<file path="config.mk">
export PLATFORM = sky130hd
export DESIGN_NAME = music_player_flat
export DESIGN_NICKNAME = d
export VERILOG_FILES = /design/src/rtl/music_player_if.sv /design/src/rtl/music_player.sv /design/src/flat_wrapper.sv
export SDC_FILE = /design/constraint.sdc
export NUM_CORES = 1
export LEC_CHECK = 0
export BUFFER_PORTS_ARGS = -buffer_cell sky130_fd_sc_hd__buf_2
export CAP_MARGIN = 20
export CORE_MARGIN = 5
export CORE_UTILIZATION = 50
export CTS_BUF_LIST = sky130_fd_sc_hd__clkbuf_4 sky130_fd_sc_hd__clkbuf_8
export CTS_CLUSTER_SIZE = 8
export DETAILED_ROUTE_END_ITERATION = 6
export HOLD_SLACK_MARGIN = 0.15
export PLACE_DENSITY = 0.69
export SLEW_MARGIN = 20
export SYNTH_ARGS = -nofsm -noshare
export SYNTH_HDL_FRONTEND = slang
export SYNTH_SLANG_ARGS = --single-unit
export TNS_END_PERCENT = 1
</file>
<file path="constraint.sdc">
create_clock -name clk -period 3.4 [get_ports clk]
set_input_delay 0.34 -clock clk [delete_from_list [all_inputs] [get_ports clk]]
set_output_delay 0.34 -clock clk [all_outputs]
set_load 0.01 [all_outputs]
</file>
<file path="src/rtl/music_player_if.sv">
// rtl/music_player_if.sv - score-lookup and control bundle between a player and its host
interface music_player_if;
    logic        play;
    logic        loop;
    logic [9:0]  number;
    logic [19:0] note;
    logic [4:0]  duration;
    logic        speaker;
    logic        busy;
    logic        done;

    modport slave (
        input  play, loop, note, duration,
        output number, speaker, busy, done
    );

    modport master (
        output play, loop, note, duration,
        input  number, speaker, busy, done
    );
endinterface

</file>
<file path="src/rtl/music_player.sv">
// rtl/music_player.sv - steps through a score table, playing each note as a square wave
module music_player #(
    parameter int EIGHTH_TICKS = 12500000,
    parameter int LAST_INDEX   = 44
) (
    input  logic          clk,
    input  logic          reset,
    music_player_if.slave bus
);
    localparam int             TW       = $clog2(EIGHTH_TICKS);
    localparam logic [TW-1:0]  TICK_MAX = TW'(EIGHTH_TICKS - 1);
    localparam logic [9:0]     LAST     = 10'(LAST_INDEX);

    typedef enum logic [1:0] {IDLE, LOAD, PLAY, DONE} state_t;

    state_t        r_state, w_state_next;
    logic [TW-1:0] r_tick;
    logic [19:0]   r_tone;
    logic [19:0]   r_note;
    logic [4:0]    r_dur;
    logic [9:0]    r_number;
    logic          r_speaker;
    logic          r_busy;
    logic          r_done;

    logic w_run, w_tick_wrap, w_note_end, w_tone_on, w_tone_top, w_last;

    assign w_run       = (r_state == PLAY) && bus.play;
    assign w_tick_wrap = (r_tick == TICK_MAX);
    assign w_note_end  = w_run && w_tick_wrap && (r_dur == 5'd1);
    assign w_tone_on   = (r_note >= 20'd2);
    assign w_tone_top  = (r_tone == r_note - 20'd1);
    assign w_last      = (r_number == LAST);

    always_ff @(posedge clk or posedge reset) begin
        if (reset) r_state <= IDLE;
        else       r_state <= w_state_next;
    end

    always_comb begin
        w_state_next = r_state;
        case (r_state)
            IDLE: if (bus.play) w_state_next = LOAD;
            LOAD: w_state_next = PLAY;
            PLAY: if (w_note_end) w_state_next = (w_last && !bus.loop) ? DONE : LOAD;
            DONE: if (!bus.play) w_state_next = IDLE;
            default: w_state_next = IDLE;
        endcase
    end

    always_ff @(posedge clk or posedge reset) begin
        if (reset) begin
            r_tick    <= '0;
            r_tone    <= '0;
            r_note    <= '0;
            r_dur     <= '0;
            r_number  <= '0;
            r_speaker <= 1'b0;
            r_busy    <= 1'b0;
            r_done    <= 1'b0;
        end else begin
            // Status flags track the state being entered so they line up with it.
            r_busy <= (w_state_next == LOAD) || (w_state_next == PLAY);
            r_done <= (w_state_next == DONE);
            case (r_state)
                IDLE: begin
                    r_number  <= '0;
                    r_speaker <= 1'b0;
                end
                LOAD: begin
                    r_note    <= bus.note;
                    r_dur     <= (bus.duration == 5'd0) ? 5'd1 : bus.duration;
                    r_tick    <= '0;
                    r_tone    <= '0;
                    r_speaker <= 1'b0;
                end
                PLAY: begin
                    if (!bus.play) begin
                        r_speaker <= 1'b0;
                    end else begin
                        r_tick <= w_tick_wrap ? '0 : r_tick + TW'(1);
                        if (w_tick_wrap && (r_dur != 5'd1))
                            r_dur <= r_dur - 5'd1;
                        if (w_note_end) begin
                            r_speaker <= 1'b0;
                            if (!w_last)      r_number <= r_number + 10'd1;
                            else if (bus.loop) r_number <= '0;
                        end else if (w_tone_on) begin
                            if (w_tone_top) begin
                                r_tone    <= '0;
                                r_speaker <= ~r_speaker;
                            end else begin
                                r_tone <= r_tone + 20'd1;
                            end
                        end else begin
                            r_speaker <= 1'b0;
                        end
                    end
                end
                DONE: begin
                    r_speaker <= 1'b0;
                    if (!bus.play) r_number <= '0;
                end
                default: r_speaker <= 1'b0;
            endcase
        end
    end

    assign bus.number  = r_number;
    assign bus.speaker = r_speaker;
    assign bus.busy    = r_busy;
    assign bus.done    = r_done;
endmodule

</file>
<file path="src/flat_wrapper.sv">
// flat-port wrapper written by rule: the top's interface ports become plain ports
module music_player_flat 
#(
    parameter int EIGHTH_TICKS = 12500000,
    parameter int LAST_INDEX   = 44
)
  (clk, reset, bus_play, bus_loop, bus_note, bus_duration, bus_number, bus_speaker, bus_busy, bus_done);
  music_player_if bus_i ();
  input  logic clk;
  input  logic reset;
  input wire logic [$bits(bus_i.play)-1:0] bus_play;
  input wire logic [$bits(bus_i.loop)-1:0] bus_loop;
  input wire logic [$bits(bus_i.note)-1:0] bus_note;
  input wire logic [$bits(bus_i.duration)-1:0] bus_duration;
  output wire logic [$bits(bus_i.number)-1:0] bus_number;
  output wire logic [$bits(bus_i.speaker)-1:0] bus_speaker;
  output wire logic [$bits(bus_i.busy)-1:0] bus_busy;
  output wire logic [$bits(bus_i.done)-1:0] bus_done;
  assign bus_i.play = bus_play;
  assign bus_i.loop = bus_loop;
  assign bus_i.note = bus_note;
  assign bus_i.duration = bus_duration;
  assign bus_number = bus_i.number;
  assign bus_speaker = bus_i.speaker;
  assign bus_busy = bus_i.busy;
  assign bus_done = bus_i.done;
  music_player #(.EIGHTH_TICKS(EIGHTH_TICKS), .LAST_INDEX(LAST_INDEX)) u_core (.clk(clk), .reset(reset), .bus(bus_i));
endmodule
</file>
Word-level counts from Yosys, hierarchy flattened
Cells that the tools add are included.
{ "word_totals": {"regBits": 84, "input_bits": 29, "out_inout_bits": 13, "wordCells": 79} }
{ "op_classes": {"n_addsub": 5, "n_lt_le_gt_ge": 1, "n_eq_ne": 19, "n_mux": 28, "n_bitwise": 1, "reduce_logical": 16} }
{ "ops": {"columns": ["op", "count"], "rows": [
  ["two-way mux 20 bit", 4],
  ["two-way mux 10 bit", 5],
  ["two-way mux 24 bit", 2],
  ["case mux 24 bit (2 select lines)", 1],
  ["case mux 20 bit (2 select lines)", 1],
  ["case mux 10 bit (3 select lines)", 1],
  ["adder 24 x 1 -> 24 bit (second input constant)", 1],
  ["== test 24 bit (second input constant)", 1],
  ["adder 20 x 1 -> 20 bit (second input constant)", 1],
  ["== test 20 bit", 1],
  [">= comparator 20 x 2 -> 1 bit (second input constant)", 1],
  ["subtractor 20 x 1 -> 20 bit (second input constant)", 1],
  ["two-way mux 5 bit", 3],
  ["adder 10 x 1 -> 10 bit (second input constant)", 1],
  ["== test 10 x 6 -> 1 bit (second input constant)", 1],
  ["case mux 5 bit (2 select lines)", 1],
  ["== test 2 bit (second input constant)", 4],
  ["two-way mux 2 bit", 4],
  ["!= test 2 bit (second input constant)", 4],
  ["case mux 2 bit (4 select lines)", 1],
  ["== test 5 x 1 -> 1 bit (second input constant)", 1],
  ["logical AND 1 bit", 5],
  ["logical NOT 5 bit", 1],
  ["!= test 5 x 1 -> 1 bit (second input constant)", 1],
  ["other kinds (18)", 23]
]} }

Logic depth before layout (Yosys ltp)
{ "depth": {"ltp_word": 8, "ltp_mapped": 11} }

Least setup slack after synthesis
No wires, ideal clock.
{ "synth_timing": {"kind": "register -> register", "start": "register u_core.r_note[0]", "end": "register u_core.r_tone[14]", "setup_time_ps": 138, "arrival_ps": 2527, "t_required_ps": 3262, "slack_ps": 735, "stages_incl_launch_ff": 12, "n_path_buf": 1, "path_cell_list": "dfrtp_1 > inv_1 > ha_1 > nor3b_1 > nand2_1 > nor3b_1 > o2111ai_1 > a2111oi_2 > a41oi_2 > clkbuf_1 > nand4b_1 > o221ai_1"} }
{ "synth_between": {"elab_chain_len": 7, "word_cells_on_any_way": 10, "cone_classes": "1 x add/sub; 1 x order compare; 2 x eq/ne; 5 x mux; 1 x reduce/logical"} }
{ "synth_lines": {"columns": ["element", "line_no", "text"], "rows": [
  ["from (decl)", "music_player.sv:19", "logic [19:0] r_note;"],
  ["from (signal assigned)", "music_player.sv:71", "r_note <= bus.note;"],
  ["subtractor 20 x 1 -> 20 bit", "music_player.sv:32", "assign w_tone_top = (r_tone == r_note - 20'd1);"],
  ["== test 20 bit", "music_player.sv:32", null],
  ["two-way mux 20 bit", "music_player.sv:89", "if (w_tone_top) begin"],
  ["two-way mux 20 bit", "music_player.sv:88", "end else if (w_tone_on) begin"],
  ["two-way mux 20 bit", "music_player.sv:84", "if (w_note_end) begin"],
  ["two-way mux 20 bit", "music_player.sv:78", "if (!bus.play) begin"],
  ["case mux 20 bit (2 select lines)", "music_player.sv:65", "case (r_state)"],
  ["to (signal assigned)", "music_player.sv:93", "r_tone <= r_tone + 20'd1;"],
  ["to (decl)", "music_player.sv:18", "logic [19:0] r_tone;"]
]} }
Several ways; a longest one is shown, not always the timed one. The select of a mux whose other input is x is not followed.
A chain may end at the register's enable or synchronous reset.

Final worst setup path
{ "layout_timing": {"start": "register u_core.r_note[2]", "end": "register u_core.r_tone[8]"} }
The elaborated chain is that of the path after synthesis.

==> impl_metrics.ini <==
[run_status]
status = finished clean

[die]
start_util = 0.514
die_w_microns = 110
rows = 36
pin_count = 42
core_area_sq_mm = 0.00982
die_h_microns = 110
die_area_sq_mm = 0.0122

[setup_path]
criticalPathCategory = reg2reg
crit_path_top_delay_cell = or4_1
cpPeakStageDelay_ns = 0.67
critPathArrivalTime_ns = 3.31
cp_cell_sequence = or4_1, o21ai_0, a21oi_1, o311a_1, a41oi_2, nand2_1, o311ai_0
end_kind = flip-flop
start_kind = flip-flop
path_max_fanout = 12
required_ns = 3.66
ff2ff_path_depth = 7

[power]
power_density_mw_per_mm2 = 668
combPwrFrac = 0.409
switchingPower_mw = 1.59
clkPwrFrac = 0.183
ir_drop_v = 0.000394
power.leakage_nw = 2.34
swShare = 0.426
intPower_mw = 2.14
total_power_mw = 3.73
p_seq_frac = 0.408

[cts]
cts-root-buf = clkbuf_8
cts_sinks = 84
numCtsBuffers = 9
cts_tree = done
h-tree-depth = 3
cts.reportedPaths.clkPinSlew_ns = 0.10
clockBufferDepth = 2
clock_latency_ns = 0.37

[sta]
report.final.slew_viol_count = 0
rsz0062_at_grt = false
max_slew_margin = 0.377
hold_slack_ns = 0.140
tns_ns = 0
fmax_mhz = 328
final-setup-viol-count = 0
fin_crit_sh = 0.898
worstMarginPinSlew_ns = 0.933
skew_ns = 0.0148
hold_viol_final = 0
fin_crit_ns = 3.05

[grt]
grt_overflow = 0
grt_max_degree = 52
grt_pass1_wl_microns = 20800
grt_pass1_vias = 4408
grt_usage = 0.203
antenna_found_initial = 0

[route]
wirelength_microns = 12100
wl_per_cell_microns = 16.4
vias = 4393
ant_nets = 0
dr.pass1.iters = 5
via_per_inst = 5.94
drt_iter0_drc = 239
drc = 0

[place]
place_area_sq_mm = 0.00540
gp_congestion = 0.886
numPortBuffers = 41
dp.final_hpwl_microns = 8790

[logic_synthesis]
yosysMostFrequentCell = dfrtp_1
yosys_register_bits = 84
synth_cell_types = 58
postSynthAreaPerCell_sq_um = 8.99
synth_common_cells = 84 x dfrtp_1, 67 x nand2_1, 43 x o21ai_0
synth.largest_area_cell = dfrtp_1
async_flop_share = 1.00
synthTopCellsByArea = dfrtp_1 42%, nand2_1 5.0%, o21ai_0 4.3%, mux2_2 4.2%, nand3_1 4.1%
synth_nets = 604
seq_area_frac_synth = 0.417
syn_area_sq_mm = 0.00504
postSynthCellCount = 561
synth_edf_count = 0
synth_top_area_frac = 0.417
synth-main-ff-cell = dfrtp_1
synth_warnings = 0

[cells_and_area]
final_util = 0.569
multi_input_area_sq_mm = 0.00276
syn_to_final_growth_pct = 10.8
seq_area_sq_mm = 0.00210
drive_gt1_frac = 0.157
n_antenna_cell = 0
fin_nets = 644
fin_area_sq_mm = 0.00559
fill_cells = 931

[job]
maxCapViolations = 0

[hold_path]
holdCritPathClass = in2async
placed cells by master, fill, tap and decap left out, types with 5 or more instances in the layout:
cell type,n
nand2b_1,9
dfrtp_1,84
xor2_1,15
ha_1,14
nand2_1,67
nand4_1,15
inv_1,21
buf_4,11
nor2_1,31
xnor2_1,22
nor3_1,14
clkbuf_8,10
o31ai_1,14
and3_1,16
o21ai_0,43
mux2_2,19
nand3_1,41
a22o_1,5
a21oi_1,21
buf_2,41
nor4_1,12
o22ai_1,11
power groups by stage:
stage               Sequential (mW)  Clock, mW  Combinational, mW
floorplan                      1.41          0               1.20
global placement               1.53          0               1.47
detailed placement             1.54          0               1.52
CTS                            1.52      0.707               1.52
global route                   1.56      0.745               1.71
finish                         1.52      0.684               1.53
layer usage:
| metal | vias up | routed length, microns | GRT usage | part of all wire |
|---|---|---|---|---|
| met5 | - | 0 | 0 | 0 |
| met4 | 0 | 230 | 0.0764 | 0.019 |
| met3 | 18 | 596 | 0.0421 | 0.049 |
| met2 | 132 | 5920 | 0.339 | 0.49 |
| met1 | 2120 | 5380 | 0.258 | 0.44 |
| li1 | 2123 | - | - | - |
worst max-delay path: cells and delay by family, from the launching register on:
| kind | cells | cell delay [ns] |
|---|---|---|
| AND/OR/NAND/NOR | 2 | 1.03 |
| flip-flops | 1 | 0.49 |
| AO/OA/AOI/OAI | 5 | 1.43 |
metrics by stage:
step / setup slack [ns] / cells
finish: 0.347 / 739
detailed placement: 0.191 / 723
floorplan: 0.735 / 561
global route: 0.104 / 739
CTS: 0.203 / 739
global placement: 0.387 / 723
worst paths after layout:
check | start | to | slack, ns
setup / recovery | u_core.r_note[2] | u_core.r_tone[8] | 0.35
max in group asynchronous | reset | u_core.r_tick[1] | 2.47
setup reg to reg | u_core.r_note[2] | u_core.r_tone[8] | 0.35
min in group clk | bus_note[1] | u_core.r_note[1] | 0.19
hold / removal | reset | u_core.r_tone[8] | 0.14
hold reg to reg | u_core.r_tick[20] | u_core.r_tick[20] | 0.51
cells by family (layout without fill, tap and decap cells):
group                    after synthesis  count (layout)  synth area share
AND/OR/NAND/NOR                      236             236             0.240
AO/OA/AOI/OAI                        122             122             0.155
flip-flops                            84              84             0.417
buffers and inverters                 45              90            0.0360
XOR/XNOR                              38              38            0.0687
multiplexers                          22              22            0.0484
adder cells (fa/ha/maj)               14              14            0.0347
registers in the layout, summed over array words and instances, names as in the netlist:
name and count:
u_core.r_dur 5, u_core.bus.number 10, u_core.bus.done 1, u_core.r_tone 20
u_core.r_state 2, u_core.bus.speaker 1, u_core.r_tick 24, u_core.bus.busy 1
u_core.r_note 20
layout make-up:
type                       instances  area share
clock buffer                      10      0.0246
clock inverter                     6     0.00828
inverter                          22      0.0150
multi-input combinational        432       0.495
sequential                        84       0.376
tap                              133      0.0298
timing repair buffer              52      0.0515
what timing repair did:
action / CTS / global route
hold buffers: 0 / 0
setup buffers: 0 / 0
setup endpoints to repair: 0 / 13
resized for setup: 0 / 1
No activity file was read; power rests on OpenSTA's default activity.
